### src/rtl/burst_wrr_pkg.sv
// Shared types for the burst-aware weighted round-robin arbiter.
// Holds the arbiter state encoding used by burst_wrr_arb.
package burst_wrr_pkg;

  typedef enum logic {
    IDLE  = 1'b0,
    BURST = 1'b1
  } state_e;

endpackage

### src/rtl/lzc.sv
// Leading/trailing zero counter with an empty flag.
// Ports: vec (input bits), cnt (position/count), empty (no bit set).
module lzc #(
  parameter int unsigned Width    = 4,
  parameter bit          Mode     = 1'b0,
  parameter int unsigned CntWidth = (Width > 1) ? $clog2(Width) : 1
) (
  input  logic [Width-1:0]    vec,
  output logic [CntWidth-1:0] cnt,
  output logic                empty
);

  always_comb begin
    cnt   = '0;
    empty = 1'b1;
    if (!Mode) begin
      // Scan downward so the lowest set bit wins.
      for (int i = Width - 1; i >= 0; i--) begin
        if (vec[i]) begin
          cnt   = CntWidth'(i);
          empty = 1'b0;
        end
      end
    end else begin
      // Scan upward so the highest set bit wins.
      for (int i = 0; i < Width; i++) begin
        if (vec[i]) begin
          cnt   = CntWidth'(Width - 1 - i);
          empty = 1'b0;
        end
      end
    end
  end

endmodule

### src/rtl/burst_wrr_arb.sv
// Burst-locking weighted round-robin arbiter, NumIn requesters to one sink.
// Ports: clk_i/rst_ni/clr_i, weight_i, req_i/last_i/data_i/gnt_o upstream,
// req_o/last_o/data_o/idx_o/gnt_i downstream, busy_o while a burst is locked.
module burst_wrr_arb
  import burst_wrr_pkg::*;
#(
  parameter int unsigned NumIn       = 4,
  parameter int unsigned DataWidth   = 32,
  parameter int unsigned WeightWidth = 4,
  parameter type         DataType    = logic [DataWidth-1:0],
  // Derived; leave at default.
  parameter int unsigned IdxWidth    = (NumIn > 1) ? $clog2(NumIn) : 1
) (
  input  logic                                clk_i,
  input  logic                                rst_ni,
  input  logic                                clr_i,
  input  logic [NumIn-1:0][WeightWidth-1:0]   weight_i,
  input  logic [NumIn-1:0]                    req_i,
  input  logic [NumIn-1:0]                    last_i,
  input  DataType                             data_i [NumIn],
  output logic [NumIn-1:0]                    gnt_o,
  output logic                                req_o,
  output logic                                last_o,
  output DataType                             data_o,
  output logic [IdxWidth-1:0]                 idx_o,
  input  logic                                gnt_i,
  output logic                                busy_o
);

  state_e                 state_q, state_d;
  logic [IdxWidth-1:0]    ptr_q, ptr_d;
  logic [IdxWidth-1:0]    owner_q, owner_d;
  logic [IdxWidth-1:0]    lock_idx_q, lock_idx_d;
  logic                   lock_q, lock_d;
  logic [WeightWidth-1:0] credit_q, credit_d;
  logic [WeightWidth-1:0] wgt, eff_credit;

  logic [NumIn-1:0]       mask;
  logic [IdxWidth-1:0]    m_idx, f_idx, sel, idx;
  logic                   m_empty, f_empty;
  logic                   hs, lhs;

  always_comb begin
    mask = '0;
    for (int i = 0; i < NumIn; i++) begin
      mask[i] = req_i[i] && (IdxWidth'(i) >= ptr_q);
    end
  end

  lzc #(
    .Width   (NumIn),
    .Mode    (1'b0),
    .CntWidth(IdxWidth)
  ) u_lzc_masked (
    .vec  (mask),
    .cnt  (m_idx),
    .empty(m_empty)
  );

  lzc #(
    .Width   (NumIn),
    .Mode    (1'b0),
    .CntWidth(IdxWidth)
  ) u_lzc_full (
    .vec  (req_i),
    .cnt  (f_idx),
    .empty(f_empty)
  );

  // Wrap to the unmasked search only when nothing sits at or above ptr_q.
  assign sel = m_empty ? f_idx : m_idx;

  always_comb begin
    idx = sel;
    if (state_q == BURST) begin
      idx = owner_q;
    end else if (lock_q) begin
      idx = lock_idx_q;
    end
  end

  assign idx_o  = idx;
  assign req_o  = req_i[idx];
  assign last_o = last_i[idx];
  assign data_o = data_i[idx];
  assign busy_o = (state_q == BURST);

  assign hs  = req_o && gnt_i;
  assign lhs = hs && last_o;

  always_comb begin
    gnt_o = '0;
    for (int i = 0; i < NumIn; i++) begin
      gnt_o[i] = hs && (idx == IdxWidth'(i));
    end
  end

  // Weight is only read on reload; a zero weight still grants one burst.
  assign wgt        = weight_i[ptr_q];
  assign eff_credit = (credit_q != '0) ? credit_q :
                      (wgt == '0) ? WeightWidth'(1) : wgt;

  always_comb begin
    state_d    = state_q;
    owner_d    = owner_q;
    lock_d     = lock_q;
    lock_idx_d = lock_idx_q;
    ptr_d      = ptr_q;
    credit_d   = credit_q;

    unique case (state_q)
      IDLE: begin
        if (hs) begin
          lock_d = 1'b0;
        end else if (req_o) begin
          lock_d     = 1'b1;
          lock_idx_d = idx;
        end
        if (hs && !last_o) begin
          state_d = BURST;
          owner_d = idx;
        end
      end
      BURST: begin
        if (lhs) begin
          state_d = IDLE;
        end
      end
      default: state_d = IDLE;
    endcase

    if (lhs) begin
      if ((idx == ptr_q) && (eff_credit > WeightWidth'(1))) begin
        credit_d = eff_credit - WeightWidth'(1);
      end else begin
        credit_d = '0;
        ptr_d    = (idx == IdxWidth'(NumIn - 1)) ? '0 : idx + IdxWidth'(1);
      end
    end
  end

  always_ff @(posedge clk_i) begin
    if (!rst_ni || clr_i) begin
      state_q    <= IDLE;
      owner_q    <= '0;
      lock_q     <= 1'b0;
      lock_idx_q <= '0;
      ptr_q      <= '0;
      credit_q   <= '0;
    end else begin
      state_q    <= state_d;
      owner_q    <= owner_d;
      lock_q     <= lock_d;
      lock_idx_q <= lock_idx_d;
      ptr_q      <= ptr_d;
      credit_q   <= credit_d;
    end
  end

  // A stalled IDLE request must stay up until it is served.
  lock_hold_a: assert property (
    @(posedge clk_i) disable iff (!rst_ni || clr_i)
    lock_q |-> req_i[lock_idx_q]
  );

  gnt_onehot_a: assert property (
    @(posedge clk_i) disable iff (!rst_ni)
    $onehot0(gnt_o)
  );

endmodule

### config.mk
export PLATFORM = sky130hd
export DESIGN_NAME = burst_wrr_arb
export DESIGN_NICKNAME = d
export VERILOG_FILES = /design/src/rtl/burst_wrr_pkg.sv /design/src/rtl/lzc.sv /design/src/rtl/burst_wrr_arb.sv
export SDC_FILE = /design/constraint.sdc
export NUM_CORES = 1
export LEC_CHECK = 0
export BUFFER_PORTS_ARGS = -buffer_cell sky130_fd_sc_hd__buf_2
export CAP_MARGIN = 20
export CELL_PAD_IN_SITES_DETAIL_PLACEMENT = 1
export CELL_PAD_IN_SITES_GLOBAL_PLACEMENT = 2
export CORE_MARGIN = 2
export CORE_UTILIZATION = 16
export DETAILED_ROUTE_END_ITERATION = 7
export HOLD_SLACK_MARGIN = 0.05
export PLACE_DENSITY_LB_ADDON = 0.25
export SLEW_MARGIN = 20
export SYNTH_ARGS = -nofsm -noshare
export SYNTH_HDL_FRONTEND = slang
export SYNTH_SLANG_ARGS = --single-unit
export TNS_END_PERCENT = 100
### constraint.sdc
create_clock -name clk_i -period 2.73 [get_ports clk_i]
set_input_delay 0.4095 -clock clk_i [delete_from_list [all_inputs] [get_ports clk_i]]
set_output_delay 0.4095 -clock clk_i [all_outputs]
set_load 0.01 [all_outputs]
==> metrics.cfg <==
[layout]
multi_input_area_sq_um = 1770
n_antenna_cell = 0
fin_util = 0.304
area_growth_pct = 85.4
fill_cells = 1658
seqCellArea_sq_um = 249
drive_gt1_frac = 0.479
finalNonFillerCells = 727
nets = 718

[placed_design]
dpl.cell_count = 708
dp_hpwl_um = 8600
place.gp.congestion = 0.797
portBuffers = 196

[synthesis]
synth_cell_types = 47
yosysSeqAreaShare = 0.116
syn_area_sq_um = 2070
synth_top_family_by_area = simple AND/OR/NAND/NOR gates
synth_xor_area_frac = 0.00847
yosysMostFrequentCell = nand2_1
synth-main-ff-cell = dfxtp_1
synth_edf_count = 0
yosys.area.top_type = nand2_1
ys_seq_elements = 12
synth-async-reset-ratio = 0
synthTopCellsByArea = nand2_1, dfxtp_1, and3_1
yosysWarnings = 0
synthTopCellsByCount = nand2_1, and3_1, a31oi_1
synthAdderAreaFrac = 0.0303
synthMuxAreaShare = 0.0932
syn-num-nets = 505
synth-simple-area-share = 0.446
postSynthAreaPerCell_sq_um = 6.01
syn_inst = 344
synth_top_area_frac = 0.247
synth_compound_gate_area_share = 0.242

[global_route]
grt_first_pass_wirelength_um = 17500
grt_max_degree = 38
antenna_found_initial = 0
grt_remaining_overflow = 0
grt_pass1_vias = 3481
grtUsageTotal = 0.151

[flow_run]
maxCapViolations = 0

[timing]
setup_tns_ns = 0
hold_viol = 0
min_period_over_period = 0.988
min_period_ns = 2.70
fin_worst_skew_ns = 0.00191
finalMaxSlewViolations = 0
fmax_mhz = 371
slew_headroom = 0.601
setup-violations-final = 0
tightest_slew_ns = 0.596
rsz0062_at_grt = true

[floorplanning]
ios = 197
fp.dieH_um = 118
core_region_area_sq_um = 12600
initial_core_util = 0.164
rows = 41
die-area_sq_um = 13800
die_w_um = 118

[cts]
worstSkewPairLatency_ns = 0.24
clk_pin_slew_ns = 0.05
htreeDepth = 1
clockRootBuffer = clkbuf_16
hold_buffers = 0
clkSinkCount = 12
cts.path.max_buffers = 2
cts_tree = yes
numCtsBuffers = 3

[pwr]
ir_worst_vdd_mv = 0.171
p_leak_nw = 2.01
power_density_nw_per_um2 = 392
p_total_mw = 1.50

[setup_path]
r2r_setup_slack_ns = 0.10
critPathKind = reg -> out
cpMaxStageDelayCell = a311o_1
cp.arrival_ns = 2.29
cp_num_buf_inv = 3
worstPathRequired_ns = 2.32
cp-end-kind = output pin
cp_max_fo = 7
crit_chain = or2_4 -> a311o_1 -> nand3_4 -> clkinv_8 -> mux2_4 -> mux2i_4 -> inv_2 -> buf_6
critPathLaunchType = flop
slowest_delay_ns = 0.39
cpLargestDelayFamily = multiplexers

[route]
dr.pass1.iters = 4
drc_errors = 0
wl_per_cell_um = 16.0
vias = 3331
ant_nets = 0
drtIter0Drc = 104
wirelength_um = 11600
via_per_inst = 4.58

[run_status]
status = completed

[min_path]
holdCritStartpoint = lock_q$_SDFFE_PP0P_
min-delay-path-class = reg -> reg

logic make-up (layout without fill, tap and decap cells):
logic type | count (synthesis) | in the layout
AOI/OAI and AO/OA | 76 | 76
xor gates and xnor gates | 2 | 2
adders and majority gates | 5 | 5
buffers and inverters | 34 | 245
DFF | 12 | 12
muxes | 12 | 12
and+or+nand+nor | 203 | 203
per-stage QoR:
step                worst slack (ns)  cell area, sq um  hold WS (ns)
global route                 -0.0475              3830         0.520
floorplan                      0.115              2070         0.455
detailed placement           -0.0116              3390         0.484
CTS                           0.0142              3490         0.490
finish                        0.0338              3830         0.495
global placement              0.0298              3390         0.472
worst paths after layout:
check	to	depth (start not counted)
setup / recovery	last_o	8
hold / removal	lock_q$_SDFFE_PP0P_	2
hold reg to reg	lock_q$_SDFFE_PP0P_	2
setup reg to reg	credit_q[1]$_SDFFE_PP0P_	10
layer usage:
metal	routed length [um]	global-route usage	up-vias
met5	0	0	-
met1	4890	0.180	1553
met4	122	0.0173	0
li1	-	-	1645
met3	956	0.0499	8
met2	5640	0.271	125
power breakdown:
part	internal (mW)	switching, mW
clock	0.191	0.0818
combinational	0.509	0.532
sequential	0.180	0.00607
total	0.881	0.620
tightest hold or removal path, stage by stage (launching register included):
cell	delay, ns
dfxtp_2	0.34
nand2_1	0.06
a21oi_1	0.06
registers in the layout, summed over array words and instances, names as in the netlist, named ones only:
register / cells
lock_q: 1
ptr_q: 2
lock_idx_q: 2
owner_q: 2
credit_q: 4
final cells by class:
| class | count | area share |
|---|---|---|
| Clock buffer | 3 | 0.0196 |
| Inverter | 9 | 0.0121 |
| Multi-Input combinational cell | 298 | 0.461 |
| Sequential cell | 12 | 0.0650 |
| Tap cell | 172 | 0.0562 |
| Timing Repair Buffer | 233 | 0.386 |
placed cells by master (no fill, tap or decap), types with 3 or more instances in the layout:
cell type	netlist	layout
nand2_1	136	129
buf_4	1	20
clkbuf_16	0	9
o21ai_0	8	6
inv_1	7	6
mux2i_1	5	5
mux4_2	4	4
a31oi_1	33	31
buf_2	1	195
and3_4	0	3
buf_12	0	6
ha_1	5	5
and3_1	36	33
a21oi_1	12	11
dfxtp_1	12	9
a311o_1	3	3
nor2b_1	3	3
nand2b_1	4	4
nor2_1	7	6
buf_6	0	5
nand2_2	0	6
nor3_1	4	4
o21ai_1	1	3
what timing repair did:
action,in CTS,in global routing
setup buffers,1,9
endpoints found under the setup margin,40,31
pin swaps,0,10
hold endpoints to repair,0,0
gates cloned,0,6
gates resized for setup,6,32
(Power assumes the default switching activity.)
